**src/rtl/l2_fwd_in_stage.sv**
```systemverilog
// l2_fwd_in_stage
// Forward-input stage of the L2 controller. Holds one forward message,
// issues a PEEK_FWD lookup into the request buffer, parks the message while
// the buffer reports a conflict and re-peeks when the blocking entry is
// written, then hands the message (with the captured hit flag and index)
// to the L2 main FSM.
//
// Optional feature: define L2_FWD_STALL_WATCHDOG_EN to build a stall
// watchdog that raises a sticky fwd_stall_timeout after STALL_TIMEOUT
// consecutive parked cycles. Without the macro, fwd_stall_timeout is 0.

module l2_fwd_in_stage #(
    parameter int REQS_BITS      = 2,
    parameter int LINE_ADDR_BITS = 28,
    parameter int MSG_BITS       = 3,
    parameter int REQ_ID_BITS    = 4,
    parameter int STALL_TIMEOUT  = 4096
) (
    input  logic                      clk,
    input  logic                      rst,

    input  logic                      fwd_in_valid,
    output logic                      fwd_in_ready,
    input  logic [MSG_BITS-1:0]       fwd_in_coh_msg,
    input  logic [LINE_ADDR_BITS-1:0] fwd_in_addr,
    input  logic [REQ_ID_BITS-1:0]    fwd_in_req_id,

    output logic                      peek_fwd,
    output logic [LINE_ADDR_BITS-1:0] peek_addr,
    input  logic                      set_fwd_stall,
    input  logic                      clr_fwd_stall,
    input  logic                      reqs_hit_next,
    input  logic [REQS_BITS-1:0]      reqs_i_next,
    input  logic                      reqs_update,
    input  logic [REQS_BITS-1:0]      reqs_update_i,

    output logic                      fwd_out_valid,
    input  logic                      fwd_out_ready,
    output logic [MSG_BITS-1:0]       fwd_out_coh_msg,
    output logic [LINE_ADDR_BITS-1:0] fwd_out_addr,
    output logic [REQ_ID_BITS-1:0]    fwd_out_req_id,
    output logic                      fwd_out_hit,
    output logic [REQS_BITS-1:0]      fwd_out_reqs_i,

    output logic                      fwd_stall,
    output logic [REQS_BITS-1:0]      fwd_stall_i,
    output logic                      fwd_stall_timeout
);

    typedef enum logic [1:0] {
        ST_IDLE  = 2'd0,
        ST_PEEK  = 2'd1,
        ST_STALL = 2'd2,
        ST_ISSUE = 2'd3
    } state_t;

    state_t                    state_r;
    state_t                    state_next_s;

    logic [MSG_BITS-1:0]       msg_r;
    logic [LINE_ADDR_BITS-1:0] addr_r;
    logic [REQ_ID_BITS-1:0]    req_id_r;
    logic                      hit_r;
    logic [REQS_BITS-1:0]      reqs_i_r;
    logic [REQS_BITS-1:0]      stall_i_r;

    logic                      accept_s;
    logic                      capture_s;
    logic                      park_s;
    logic                      repeek_s;
    logic                      proceed_s;
    logic                      release_s;

    // A peek racing with a write to the very entry it reported is stale.
    assign repeek_s  = reqs_update && (reqs_update_i == reqs_i_next);
    // Only a clean "proceed" result leaves PEEK forward; anything else parks.
    assign proceed_s = clr_fwd_stall && !set_fwd_stall;
    // The parked message wakes only when its own blocking entry changes.
    assign release_s = reqs_update && (reqs_update_i == stall_i_r);

    // State register.
    always_ff @(posedge clk) begin
        if (!rst) begin
            state_r <= ST_IDLE;
        end else begin
            state_r <= state_next_s;
        end
    end

    // Next-state decode and datapath load strobes.
    always_comb begin
        state_next_s = state_r;
        accept_s     = 1'b0;
        capture_s    = 1'b0;
        park_s       = 1'b0;
        case (state_r)
            ST_IDLE: begin
                if (fwd_in_valid) begin
                    accept_s     = 1'b1;
                    state_next_s = ST_PEEK;
                end else begin
                    state_next_s = ST_IDLE;
                end
            end
            ST_PEEK: begin
                if (repeek_s) begin
                    state_next_s = ST_PEEK;
                end else if (proceed_s) begin
                    capture_s    = 1'b1;
                    state_next_s = ST_ISSUE;
                end else begin
                    park_s       = 1'b1;
                    state_next_s = ST_STALL;
                end
            end
            ST_STALL: begin
                if (release_s) begin
                    state_next_s = ST_PEEK;
                end else begin
                    state_next_s = ST_STALL;
                end
            end
            ST_ISSUE: begin
                if (fwd_out_ready) begin
                    if (fwd_in_valid) begin
                        accept_s     = 1'b1;
                        state_next_s = ST_PEEK;
                    end else begin
                        state_next_s = ST_IDLE;
                    end
                end else begin
                    state_next_s = ST_ISSUE;
                end
            end
            default: begin
                state_next_s = ST_IDLE;
            end
        endcase
    end

    // Output decode from the registered state.
    always_comb begin
        fwd_in_ready  = 1'b0;
        peek_fwd      = 1'b0;
        peek_addr     = {LINE_ADDR_BITS{1'b0}};
        fwd_out_valid = 1'b0;
        fwd_stall     = 1'b0;
        case (state_r)
            ST_IDLE: begin
                fwd_in_ready = 1'b1;
            end
            ST_PEEK: begin
                peek_fwd  = 1'b1;
                peek_addr = addr_r;
            end
            ST_STALL: begin
                fwd_stall = 1'b1;
            end
            ST_ISSUE: begin
                fwd_out_valid = 1'b1;
                // Consuming the current message frees the slot this cycle.
                fwd_in_ready  = fwd_out_ready;
            end
            default: begin
                fwd_in_ready = 1'b0;
            end
        endcase
    end

    // Held message: loaded on accept, otherwise stable.
    always_ff @(posedge clk) begin
        if (!rst) begin
            msg_r    <= {MSG_BITS{1'b0}};
            addr_r   <= {LINE_ADDR_BITS{1'b0}};
            req_id_r <= {REQ_ID_BITS{1'b0}};
        end else if (accept_s) begin
            msg_r    <= fwd_in_coh_msg;
            addr_r   <= fwd_in_addr;
            req_id_r <= fwd_in_req_id;
        end else begin
            msg_r    <= msg_r;
            addr_r   <= addr_r;
            req_id_r <= req_id_r;
        end
    end

    // Hit flag and index captured from the final (proceeding) peek.
    always_ff @(posedge clk) begin
        if (!rst) begin
            hit_r    <= 1'b0;
            reqs_i_r <= {REQS_BITS{1'b0}};
        end else if (capture_s) begin
            hit_r    <= reqs_hit_next;
            reqs_i_r <= reqs_i_next;
        end else begin
            hit_r    <= hit_r;
            reqs_i_r <= reqs_i_r;
        end
    end

    // Blocking entry index, loaded when the message is parked.
    always_ff @(posedge clk) begin
        if (!rst) begin
            stall_i_r <= {REQS_BITS{1'b0}};
        end else if (park_s) begin
            stall_i_r <= reqs_i_next;
        end else begin
            stall_i_r <= stall_i_r;
        end
    end

    assign fwd_out_coh_msg = msg_r;
    assign fwd_out_addr    = addr_r;
    assign fwd_out_req_id  = req_id_r;
    assign fwd_out_hit     = hit_r;
    assign fwd_out_reqs_i  = reqs_i_r;
    assign fwd_stall_i     = stall_i_r;

`ifdef L2_FWD_STALL_WATCHDOG_EN
    localparam int CNT_W = $clog2(STALL_TIMEOUT) + 1;

    logic [CNT_W-1:0] stall_cnt_r;
    logic             timeout_r;

    // Consecutive parked-cycle counter, saturating at the threshold.
    always_ff @(posedge clk) begin
        if (!rst) begin
            stall_cnt_r <= {CNT_W{1'b0}};
        end else if (state_r == ST_STALL) begin
            if (stall_cnt_r != CNT_W'(STALL_TIMEOUT)) begin
                stall_cnt_r <= stall_cnt_r + CNT_W'(1'b1);
            end else begin
                stall_cnt_r <= stall_cnt_r;
            end
        end else begin
            stall_cnt_r <= {CNT_W{1'b0}};
        end
    end

    // Sticky flag, set on the same edge the counter reaches the threshold.
    always_ff @(posedge clk) begin
        if (!rst) begin
            timeout_r <= 1'b0;
        end else if ((state_r == ST_STALL) &&
                     (stall_cnt_r == CNT_W'(STALL_TIMEOUT - 1))) begin
            timeout_r <= 1'b1;
        end else begin
            timeout_r <= timeout_r;
        end
    end

    assign fwd_stall_timeout = timeout_r;
`else
    // No watchdog built; the threshold term folds to a constant 0.
    assign fwd_stall_timeout = (STALL_TIMEOUT < 0) ? 1'b1 : 1'b0;
`endif

endmodule
```
**config.mk**
```make
export PLATFORM = sky130hd
export DESIGN_NAME = l2_fwd_in_stage
export DESIGN_NICKNAME = d
export VERILOG_FILES = /design/src/rtl/l2_fwd_in_stage.sv
export SDC_FILE = /design/constraint.sdc
export NUM_CORES = 1
export LEC_CHECK = 0
export BUFFER_PORTS_ARGS = -buffer_cell sky130_fd_sc_hd__buf_2
export CAP_MARGIN = 20
export CELL_PAD_IN_SITES_DETAIL_PLACEMENT = 0
export CELL_PAD_IN_SITES_GLOBAL_PLACEMENT = 1
export CORE_ASPECT_RATIO = 1.1
export CORE_UTILIZATION = 32
export CTS_BUF_LIST = sky130_fd_sc_hd__clkbuf_8
export CTS_CLUSTER_DIAMETER = 150
export DETAILED_ROUTE_END_ITERATION = 12
export MAX_ROUTING_LAYER = met4
export PLACE_DENSITY = 0.89
export SYNTH_ARGS = -nofsm -noshare
export SYNTH_HDL_FRONTEND = slang
export SYNTH_SLANG_ARGS = --single-unit
export TNS_END_PERCENT = 10
```
**constraint.sdc**
```tcl
create_clock -name clk -period 1.95 [get_ports clk]
set_input_delay 0.2925 -clock clk [delete_from_list [all_inputs] [get_ports clk]]
set_output_delay 0.2925 -clock clk [all_outputs]
set_load 0.1 [all_outputs]
```
# Word-level counts from Yosys, hierarchy flattened
# Cells that the tools add are included.
# classes
n_eq_ne,5
n_mux,20
reduce_logical,5
# op_table
cell,n
$mux W28,1
$mux W1,13
$pmux W2 S4,1
$mux W2,3
$eq A2 B2 Y1,2
$eq A2 B2 Y1 const B,2
$pmux W1 S2,2
$logic_and A1 B1 Y1,3
$eq A2 B1 Y1 const B,1
$logic_not A2 Y1,1
$logic_not A1 Y1,1
# totals
register_bits,42
in_bits,47
output_inout_bits,73
elab_cells,37

# Longest topological paths before layout
# Gate-level depths: netlist of the first run.
# logic_depth
ltp_word,5
ltp_mapped,7
ltp_nobuf,5

# Worst setup path before layout of the first run
# No wires, ideal clock.
# synth_timing
path_type,register to output
from,reg state_r[0]
to,out fwd_in_ready
t_arrival_ns,2.930
required_ns,1.657
slack_ns,-1.272
path_stages_with_launch,5
n_path_buf,1
path_cell_list,dfxtp_1 ha_1 a21oi_2 buf_2 nor2_1
# synth_via
elab_chain_len,2
elab_cells_between_ends,3
cone_classes,eq/ne: 1; mux: 1; reduce/logical: 1
# synth_rtl
element,line,source
start: declaration,57,state_t state_r;
start signal: assignment,86,state_r <= state_next_s;
$eq A2 B2 Y1 or $logic_not A2 Y1 (tied branches),148,case (state_r)
$pmux W1 S2 *,148,
end: declaration,23,"output logic fwd_in_ready,"
# Mark *: on every way between the ends. The rest lies on a longest branch, timed or not.

# Worst setup path in the final report of the first run
# layout_timing
from,reg state_r[1]
to,out peek_addr[19]
# layout_via
elab_chain_len,2
# layout_rtl
element,line,source
$eq A2 B1 Y1,148,
$mux W28,148,
end: declaration,29,"output logic [LINE_ADDR_BITS-1:0] peek_addr,"
# Every way passes these cells.

==> impl_results.md, run 1 <==
- Reg clk slew, reported paths: around 0.080 ns
- Initial DRC Count: 77
- Multi-input logic area: 0.00130 mm^2
- I/O pin cnt: between 100 and 150
- Clk_lat worst skew: 0.29 ns
- Max Cap Violations: 0
- Vias after detailed routing: 2,339
- CP Launch Type: flip-flop
- CP endpoint kind: primary output
- P_leak: 1.55 nW
- Routability cong.: 0.713
- Critical path arrival: 1.58 ns
- DPL Wire Length: 4690 um
- Yosys warns: 0
- # fillers: approximately 630
- Post-route core utilization: 0.534
- Worst setup path class: flip-flop to primary output
- Initial DRT Pass Iterations: 5
- Mapped Cells: 252
- Count leader, synth: dfxtp_1
- Initial antenna violation count: 0
- Tot Pwr: around 3 mW
- Inserted Diodes: 0
- Post-DRT Antenna Nets: 0
- Pins Over Slew Limit: 0
- Synth cell count leaders: dfxtp_1, a21oi_1, nand4b_1, o31ai_1, and2_1
- Total CTS buffers: 5
- Die Ht: 89.2 um
- Hold EP: fwd_out_hit
- Max frequency: 535 MHz
- Path category of the worst min-delay check: primary input to flip-flop
- Hold path startpoint: reqs_hit_next
- Layout area overhead: 60.1%
- RSZ-0062 raised after global routing: false
- Asr flop ratio synth: 0
- CTS Buffer Depth: 2
- Global-route wire length before repair: 9820 um
- Layout Skew: approximately 0.0048 ns
- Post-Syn Area per Cell: 8.78 um^2
- Post-synth EDFFs: 0
- Yosys top cell by area: dfxtp_1
- Layout cell share with drive strength beyond 1: 0.483
- Site Rows: 31
- Setup Viol. Count Final: 0
- Die area: roughly 0.0073 mm^2
- R2R Path End: fwd_out_reqs_i[0]
- Vias in the first global route: 2,003
- H-tree levels: 2
- Post-synth top flop: dfxtp_1
- Synthesized area: 0.00221 mm^2
- Global route total overflow: 0
- PortBufs: 118
- Required time worst endpoint: 1.66 ns
- Register bit total from synthesis: 42
- Crit-path max FO: 13
- Final Critical Period: 1.87 ns
- Peak supply drop: 0.526 mV
- Fin. Hold Viols: 0
- Tcrit/Tclk final: 0.959
- CTS root buf: clkbuf_8
- Post-synthesis cell type count: 27
- Flop2flop setup slack: roughly 0.25 ns
- Core area: 0.00663 mm^2
- Pin count of the biggest net entering global routing: 33
- Initial Util: 0.334
- Power Dens Cells: 871 mW/mm^2
- CTS sink cnt: 42
- Syn Nets: around 300
- Worst Reg-to-Reg Cells: 6
- FF+latch area: 841 um^2
- CTS tree: done
- Share of the synthesized area in the top cell type: 0.380
- Place WS: 0.275 ns
- Final WL: 6540 um
- Worst r2r src: state_r[1]
- Avg Vias per Cell: between 5 and 6
- Largest cells by area after synthesis: dfxtp_1, nand4b_1, o31ai_1
- Seq/Total Area, Yosys: 0.380
- Fin worst setup slack: 0.0794 ns
- Post-layout net count: around 410
- WL/cell: 14.7 um
- WHS Path Cells: 3
- Outcome: completed
- GRT Total Usage: 0.183
- Drt drc: 0
- Die X-Extent: 81.3 um
-- timing repair --
item	CTS	global route
endpoints found under the setup margin	2	12
gates resized for setup	1	1
pin swaps	0	1
hold buffers	0	0
buffers inserted	0	1
gates cloned	0	0
-- layout by cell type, fill, tap and decap left out, types with 2 or more instances in the layout --
cell type,Yosys,routed
nor2b_1,2,2
nand4b_1,35,35
ha_1,5,2
bufinv_16,0,2
mux2i_1,5,5
a31oi_1,3,3
xnor2_1,4,4
a21oi_1,36,36
and2_2,0,28
clkbuf_8,0,6
o31ai_1,35,35
dfxtp_1,42,42
nand4_1,2,2
ha_4,0,2
buf_4,1,13
inv_1,5,4
clkinv_1,2,2
nand2_1,8,8
buf_2,9,89
buf_12,0,29
-- metal layers --
| metal | vias to the layer above | GRT usage | routed length (um) |
|---|---|---|---|
| li1 | 1149 | - | - |
| met1 | 1110 | 0.220 | 2680 |
| met2 | 78 | 0.306 | 3450 |
| met3 | 2 | 0.0398 | 370 |
| met4 | 0 | 0.0503 | 43 |
| met5 | - | - | 0 |
-- flip-flops by register name, summed over array words and instances (netlist names) --
name,count
fwd_out_reqs_i,2
state_r,2
fwd_out_hit,1
fwd_stall_i,2
fwd_out_req_id,4
fwd_out_coh_msg,3
fwd_out_addr,28
-- cells by family (layout without fill, tap and decap cells) --
group           Yosys count  count (layout)  synth area share
compound gates           80              80             0.232
mux                       5               5            0.0226
simple gates             78              78             0.250
xor+xnor                  4               4            0.0158
buf+inv                  37             147            0.0695
flops                    42              42             0.380
other cells               1               1           0.00169
fa+ha+maj                 5               5            0.0283
-- where the power goes --
part	switching (mW)	total, mW	internal, mW
combinational	0.942	1.27	0.326
sequential	0.0443	0.966	0.922
clock	0.306	0.853	0.546
total	1.29	3.09	1.79
-- how the worst max path moves through the flow --
stage | from | to | slack, ns | cells past startpoint
floorplan | state_r[1] | peek_addr[17] | -0.10 | 5
global placement | state_r[1] | fwd_out_reqs_i[0] | 0.32 | 5
detailed placement | state_r[0] | fwd_out_addr[23] | 0.27 | 5
CTS | state_r[0] | peek_addr[19] | 0.03 | 4
global route | state_r[0] | fwd_in_ready | 0.005 | 4
finish | state_r[1] | peek_addr[19] | 0.08 | 5
-- critical path, cell delays in order (launching register included) --
cell and delay (ns):
dfxtp_1 0.41, inv_2 0.09, ha_4 0.23, buf_4 0.17, and2_2 0.21, buf_12 0.16
-- metrics by stage --
step / hold WS [ns] / cells / cell area (um^2) / TNS [ns]
final: 0.241 / 444 / 3540 / 0
after global routing: 0.234 / 444 / 3540 / 0
after CTS: 0.235 / 443 / 3530 / 0
after detailed placement: 0.448 / 435 / 3390 / 0
after global placement: 0.441 / 435 / 3390 / 0
after floorplan: 0.435 / 252 / 2280 / -1.03
-- final cells by class --
class	instances	share of cell area
clock buffers	6	0.0233
clock inverters	2	0.0169
well taps	82	0.0290
repair buffers	132	0.320
flip-flops and latches	42	0.237
inverters	7	0.00742
multi-input cells	173	0.366
Note: power is estimated with default switching activity, not from simulation.
==> run 2: changes to the inputs <==
==> constraint.sdc (replaced) <==
create_clock -name clk -period 1.95 [get_ports clk]
set_input_delay 0.195 -clock clk [delete_from_list [all_inputs] [get_ports clk]]
set_output_delay 0.195 -clock clk [all_outputs]
set_load 0.1 [all_outputs]
==> run 2 against run 1 <==
Against the previous run:
- non-clock buffer count shrank 5
- setup slack gained 0.049 ns
- global-route usage shrank 0.90 points
- combinational power shrank 7%
- sequential power is essentially flat
- sequential cell count is the same
- fmax grew 2.7%
- power shrank 8.9%
- cell area shrank 13%
- die area is the same
- worst hold slack lost 0.089 ns
- wire length shrank 8.4%
- highest routed layer unchanged
==> impl_results.md, run 2 (synthesis gave the netlist of run 1 again) <==
- WL/cell: 13.6 um (-7.4%)
- Global-route wire length before repair: 9480 um (-3.4%)
- I/O pin cnt: 120 (unchanged)
- Core area: 0.00663 mm^2 (unchanged)
- Pins Over Slew Limit: 0 (unchanged)
- Vias in the first global route: 2,004 (+0.050%)
- Critical path arrival: 1.63 ns (+0.05 ns)
- Die area: 0.00725 mm^2 (unchanged)
- Worst hold margin: 0.152 ns (-0.0892 ns)
- DPL Wire Length: 4170 um (-11%)
- CP Launch Type: flip-flop
- Site Rows: 31 (unchanged)
- PortBufs: 118 (unchanged)
- Drt drc: 0 (unchanged)
- Max frequency: 549 MHz (+2.7%)
- Post-Layout Cell Count: 439 (-1.1%)
- Final WL: 5990 um (-8.4%)
- CTS sink cnt: 42 (unchanged)
- Worst Reg-to-Reg Cells: 5 (-1)
- R2R Path End: fwd_out_reqs_i[1]
- Reg clk slew, reported paths: 0.08 ns (about the same)
- Initial DRT Pass Iterations: 4 (-1)
- Fin. Hold Viols: 0 (unchanged)
- Commonest non-fill, non-tap cell in the layout: buf_2
- Power Dens Cells: 910 mW/mm^2 (+4.4%)
- Total CTS buffers: 5 (unchanged)
- Outcome: completed
- Largest register FFs: 28 (unchanged)
- Flop2flop setup slack: 0.28 ns (+0.03 ns)
- Post-CTS Setup Repair Bufs: 0 (unchanged)
- Avg Vias per Cell: 5.20 (-1.4%)
- CTS Buffer Depth: 2 (unchanged)
- Layout area overhead: 39.7%
- Path category of the worst min-delay check: primary input to flip-flop
- Pin count of the biggest net entering global routing: 59 (+79%)
- Initial antenna violation count: 0 (unchanged)
- Die Ht: 89.2 um (unchanged)
- Worst Setup SP: state_r[0]
- Layout Skew: 0.00628 ns (+0.00150 ns)
- Global route total overflow: 0 (unchanged)
- Initial DRC Count: 99 (+29%)
- Vias after detailed routing: 2,281 (-2.5%)
- Die X-Extent: 81.3 um (unchanged)
- Area post-placement: 0.00290 mm^2 (-15%)
- P_leak: 1.41 nW (-9.1%)
- CTS tree: done
- Worst Setup EP: fwd_in_ready
- Clk_lat worst skew: 0.28 ns (about the same)
- GRT Total Usage: 0.174 (-0.00896)
- Worst r2r src: state_r[1]
- Final Critical Period: 1.82 ns (-0.0495 ns)
- Post-route core utilization: 0.466 (-0.0681)
- Layout cell share with drive strength beyond 1: 0.420 (-0.0633)
- Worst-margin pin slew: 0.511 ns
- Worst setup path class: flip-flop to primary output
- Crit-path max FO: 3 (-10)
- Commonest cells after routing, fill and taps aside: buf_2, dfxtp_1, a21oi_1, nand4b_1, o31ai_1
- Hold Buf Count CTS: 0 (unchanged)
- Post-layout net count: 408 (-1.2%)
- Initial Util: 0.334 (unchanged)
- CTS root buf: clkbuf_8
- CP endpoint kind: primary output
- Routability cong.: 0.762 (+7.0%)
- Tcrit/Tclk final: 0.934 (-0.0254)
- Setup Viol. Count Final: 0 (unchanged)
- Inserted Diodes: 0 (unchanged)
- RSZ-0062 raised after global routing: false
- Post-route cell area: 0.00309 mm^2 (-13%)
- Post-DRT Antenna Nets: 0 (unchanged)
- Required time worst endpoint: 1.75 ns (+0.09 ns)
- Tot Pwr: 2.81 mW (-8.9%)
- Max Cap Violations: 0 (unchanged)
- H-tree levels: 2 (unchanged)
- Post-Place Cells: 430 (-1.1%)
- Max-slew headroom: 0.658
- Peak supply drop: 0.554 mV (+5.2%)
run 2: cell count changes in the layout (fill, tap and decap cells not counted), moves of 3 or more:
cell      delta
inv_1        +3
and2_2      -17
clkbuf_4    +28
and2_1      +17
buf_12      -28
buf_4        -5
run 2: worst min-delay path by stage:
stage                     slack, ns     endpoint     startpoint  cells past startpoint
after global routing           0.16  fwd_out_hit  reqs_hit_next                      3
after detailed placement       0.46  fwd_out_hit    fwd_out_hit                      2
after floorplan                0.34  fwd_out_hit  reqs_hit_next                      2
after global placement         0.45  fwd_out_hit    fwd_out_hit                      2
after CTS                      0.14  fwd_out_hit  reqs_hit_next                      3
final                          0.15  fwd_out_hit  reqs_hit_next                      3
run 2: layer usage:
| layer | track usage | vias to the layer above | share of wire |
|---|---|---|---|
| li1 | - | 1135 | - |
| met1 | 0.220 | 1057 | 0.45 |
| met2 | 0.277 | 85 | 0.49 |
| met3 | 0.0306 | 4 | 0.054 |
| met4 | 0.0617 | 0 | 0.0092 |
| met5 | - | - | 0 |
run 2: per-stage QoR:
stage / setup WS, ns / TNS, ns
after global routing: 0.00546 / 0
after CTS: 0.0000584 / 0
final: 0.129 / 0
after floorplan: -0.0920 / -1.07
after detailed placement: 0.236 / 0
after global placement: 0.306 / 0
run 2: cell type report:
class                      instances  area [um^2]
fill                             657         3540
multi-input combinational        173         1260
sequential                        42          841
timing repair buffer             127          751
tap                               82          103
clock buffer                       5         68.8
clock inverter                     3         37.5
inverter                           7         26.3
run 2: where the power goes:
| part | internal, mW | leakage [nW] | total [mW] | switching (mW) |
|---|---|---|---|---|
| combinational | 0.263 | 1.01 | 1.18 | 0.920 |
| sequential | 0.922 | 0.343 | 0.967 | 0.0448 |
| clock | 0.373 | 0.0607 | 0.662 | 0.289 |
run 2: timing repair:
action,4_1_cts,5_1_grt
hold endpoints to repair,0,0
resized for setup,1,28
setup endpoints to repair,1,28
run 2: critical path, cell delays in order (launching register included):
cell	delay [ns]
dfxtp_1	0.43
inv_1	0.12
ha_2	0.35
nor2_4	0.12
clkbuf_4	0.33
==> run 3: changes to the inputs <==
Settings changed: CELL_PAD_IN_SITES_DETAIL_PLACEMENT 0 to 1, CELL_PAD_IN_SITES_GLOBAL_PLACEMENT 1 to 2, CORE_UTILIZATION 32 to 25, PLACE_DENSITY 0.89 to 0.9.
==> run 3 against run 2 <==
Against the previous run:
- power down 3.1%
- die area up 27%
- sequential cell count unchanged
- via count up 4.7%
- count of clock-buffer cells in the layout unchanged
- critical path type unchanged
- critical endpoint unchanged
- largest cell class unchanged
- highest routed layer unchanged
==> impl_results.md, run 3 (synthesis gave the netlist of run 1 again) <==
- CTS tree: done
- CTS sink cnt: 42 (unchanged)
- Pins Over Slew Limit: 0 (unchanged)
- CTS root buf: clkbuf_8
- Global-route wire length before repair: 11,500 um (+21%)
- FF+latch area: 843 um^2 (+0.30%)
- DPL Wire Length: 5090 um (+22%)
- R2R Path End: fwd_out_hit
- Max frequency: 536 MHz (-2.3%)
- Tcrit/Tclk final: 0.956 (+0.0222)
- Peak supply drop: 0.264 mV (-52%)
- Worst Reg-to-Reg Cells: 5 (unchanged)
- Largest register FFs: 28 (unchanged)
- Initial DRT Pass Iterations: 4 (unchanged)
- Post-Layout Cell Count: 467 (+6.4%)
- Initial antenna violation count: 0 (unchanged)
- Final Critical Period: 1.86 ns (+0.0433 ns)
- Setup TNS: 0 ns (unchanged)
- Crit-path max FO: 71 (+68)
- GR Layer Usage met3: 0.0226 (-0.00799)
- Reg clk slew, reported paths: 0.09 ns (about the same)
- GRT Total Usage: 0.161 (-0.0127)
- Routability cong.: 0.759 (-0.47%)
- Vias in the first global route: 2,320 (+16%)
- Hold EP: fwd_out_hit
- Post-DRT Antenna Nets: 0 (unchanged)
- Outcome: completed
- Layout Skew: 0.00899 ns (+0.00271 ns)
- Initial Util: 0.261 (-0.0732)
- Clk_lat worst skew: 0.29 ns (about the same)
- Post-CTS Setup Repair Bufs: 0 (unchanged)
- H-tree levels: 2 (unchanged)
- Final WL: 7310 um (+22%)
- Initial DRC Count: 86 (-13%)
- Layout area overhead: 41.0%
- Commonest non-fill, non-tap cell in the layout: buf_2
- # fillers: 1,036 (+58%)
- CTS Buffer Depth: 2 (unchanged)
- GR peak layer: met2
- CP Launch Type: flip-flop
- Commonest cells after routing, fill and taps aside: buf_2, dfxtp_1, a21oi_1, nand4b_1, o31ai_1
- P_leak: 1.41 nW (-0.23%)
- Post-Place Cells: 460 (+7.0%)
- Site Rows: 35 (+13%)
- Hold path startpoint: reqs_hit_next
- Die Ht: 101 um (+13%)
- M1 GR Usage: 0.186 (-0.0335)
- Required time worst endpoint: 1.75 ns (about the same)
- CP endpoint kind: primary output
- Core area: 0.00850 mm^2 (+28%)
- Setup Viol. Count Final: 0 (unchanged)
- Pin count of the biggest net entering global routing: 72 (+22%)
- PortBufs: 118 (unchanged)
- Critical path arrival: 1.67 ns (+0.04 ns)
- Total CTS buffers: 5 (unchanged)
- Flop2flop setup slack: 0.28 ns (about the same)
- Post-layout net count: 408 (unchanged)
- Resized Gates After CTS: 14 (+13)
- GR Util met2: 0.287 (+0.00960)
- Fin. Hold Viols: 0 (unchanged)
- Layout cell share with drive strength beyond 1: 0.430 (+0.00961)
- Vias after detailed routing: 2,389 (+4.7%)
- Max Cap Violations: 0 (unchanged)
- Multi-input logic area: 0.00126 mm^2 (unchanged)
- Drt drc: 0 (unchanged)
- Die X-Extent: 91.7 um (+13%)
- WL/cell: 15.7 um (+15%)
- Worst setup path class: flip-flop to primary output
- Worst r2r src: state_r[1]
- Hold Buf Count CTS: 0 (unchanged)
- Global route total overflow: 0 (unchanged)
- Inserted Diodes: 0 (unchanged)
- I/O pin cnt: 120 (unchanged)
- Path category of the worst min-delay check: primary input to flip-flop
- WHS Path Cells: 3 (unchanged)
- RSZ-0062 raised after global routing: false
- Avg Vias per Cell: 5.12 (-1.5%)
- Die area: 0.00923 mm^2 (+27%)
- Power Dens Cells: 873 mW/mm^2 (-4.0%)
[run 3: changes by cell type in the layout (fill, tap and decap cells not counted)]
cell	previous run	this run
buf_12	1	3
dfxtp_2	0	2
buf_4	8	21
inv_1	7	5
clkbuf_4	28	14
buf_8	1	0
bufinv_16	1	0
dfxtp_1	42	40
clkinv_2	0	2
[run 3: area by class of cell]
type,count,area share
Clock inverter,2,0.00321
Timing Repair Buffer,127,0.246
Tap cell,111,0.0445
Clock buffer,5,0.0221
Inverter,7,0.00842
Sequential cell,42,0.270
Multi-Input combinational cell,173,0.405
[run 3: how the worst max path moves through the flow]
stage | start | endpoint | slack (ns) | cells after the start
2_1_floorplan | state_r[0] | fwd_in_ready | -0.09 | 4
3_3_place_gp | state_r[1] | peek_addr[25] | 0.37 | 4
3_5_place_dp | state_r[1] | fwd_out_hit | 0.28 | 5
4_1_cts | state_r[1] | peek_addr[15] | 0.0008 | 4
5_1_grt | state_r[1] | peek_addr[13] | 0.01 | 4
6_report | state_r[0] | fwd_in_ready | 0.09 | 5
[run 3: metal layers]
| layer | routed length, um | share of wire |
|---|---|---|
| met5 | 0 | 0 |
| met4 | 104 | 0.014 |
| met3 | 259 | 0.035 |
| met2 | 3810 | 0.52 |
| met1 | 3140 | 0.43 |
[run 3: worst max-delay path, cell delays in order (launching register included)]
cell,delay (ns)
dfxtp_2,0.38
inv_1,0.09
ha_2,0.35
buf_12,0.25
nor2_4,0.08
buf_12,0.17
[run 3: stage by stage]
stage | worst slack (ns) | cell area [um^2] | hold WS, ns | util | total power, mW
after CTS | 0.000779 | 3080 | 0.154 | 0.363 | 2.75
after detailed placement | 0.277 | 2970 | 0.462 | 0.349 | 2.20
after global routing | 0.0147 | 3120 | 0.161 | 0.367 | 2.86
final | 0.0856 | 3120 | 0.163 | 0.367 | 2.72
after global placement | 0.366 | 2970 | 0.447 | 0.349 | 2.18
after floorplan | -0.0920 | 2250 | 0.337 | - | 1.94
[run 3: power by group]
group | leakage [nW] | total [mW] | switching, mW | internal, mW
Combinational | 1.02 | 1.21 | 0.941 | 0.274
Clock | 0.0438 | 0.541 | 0.300 | 0.241
Sequential | 0.344 | 0.968 | 0.0454 | 0.923
Total | 1.41 | 2.72 | 1.29 | 1.44
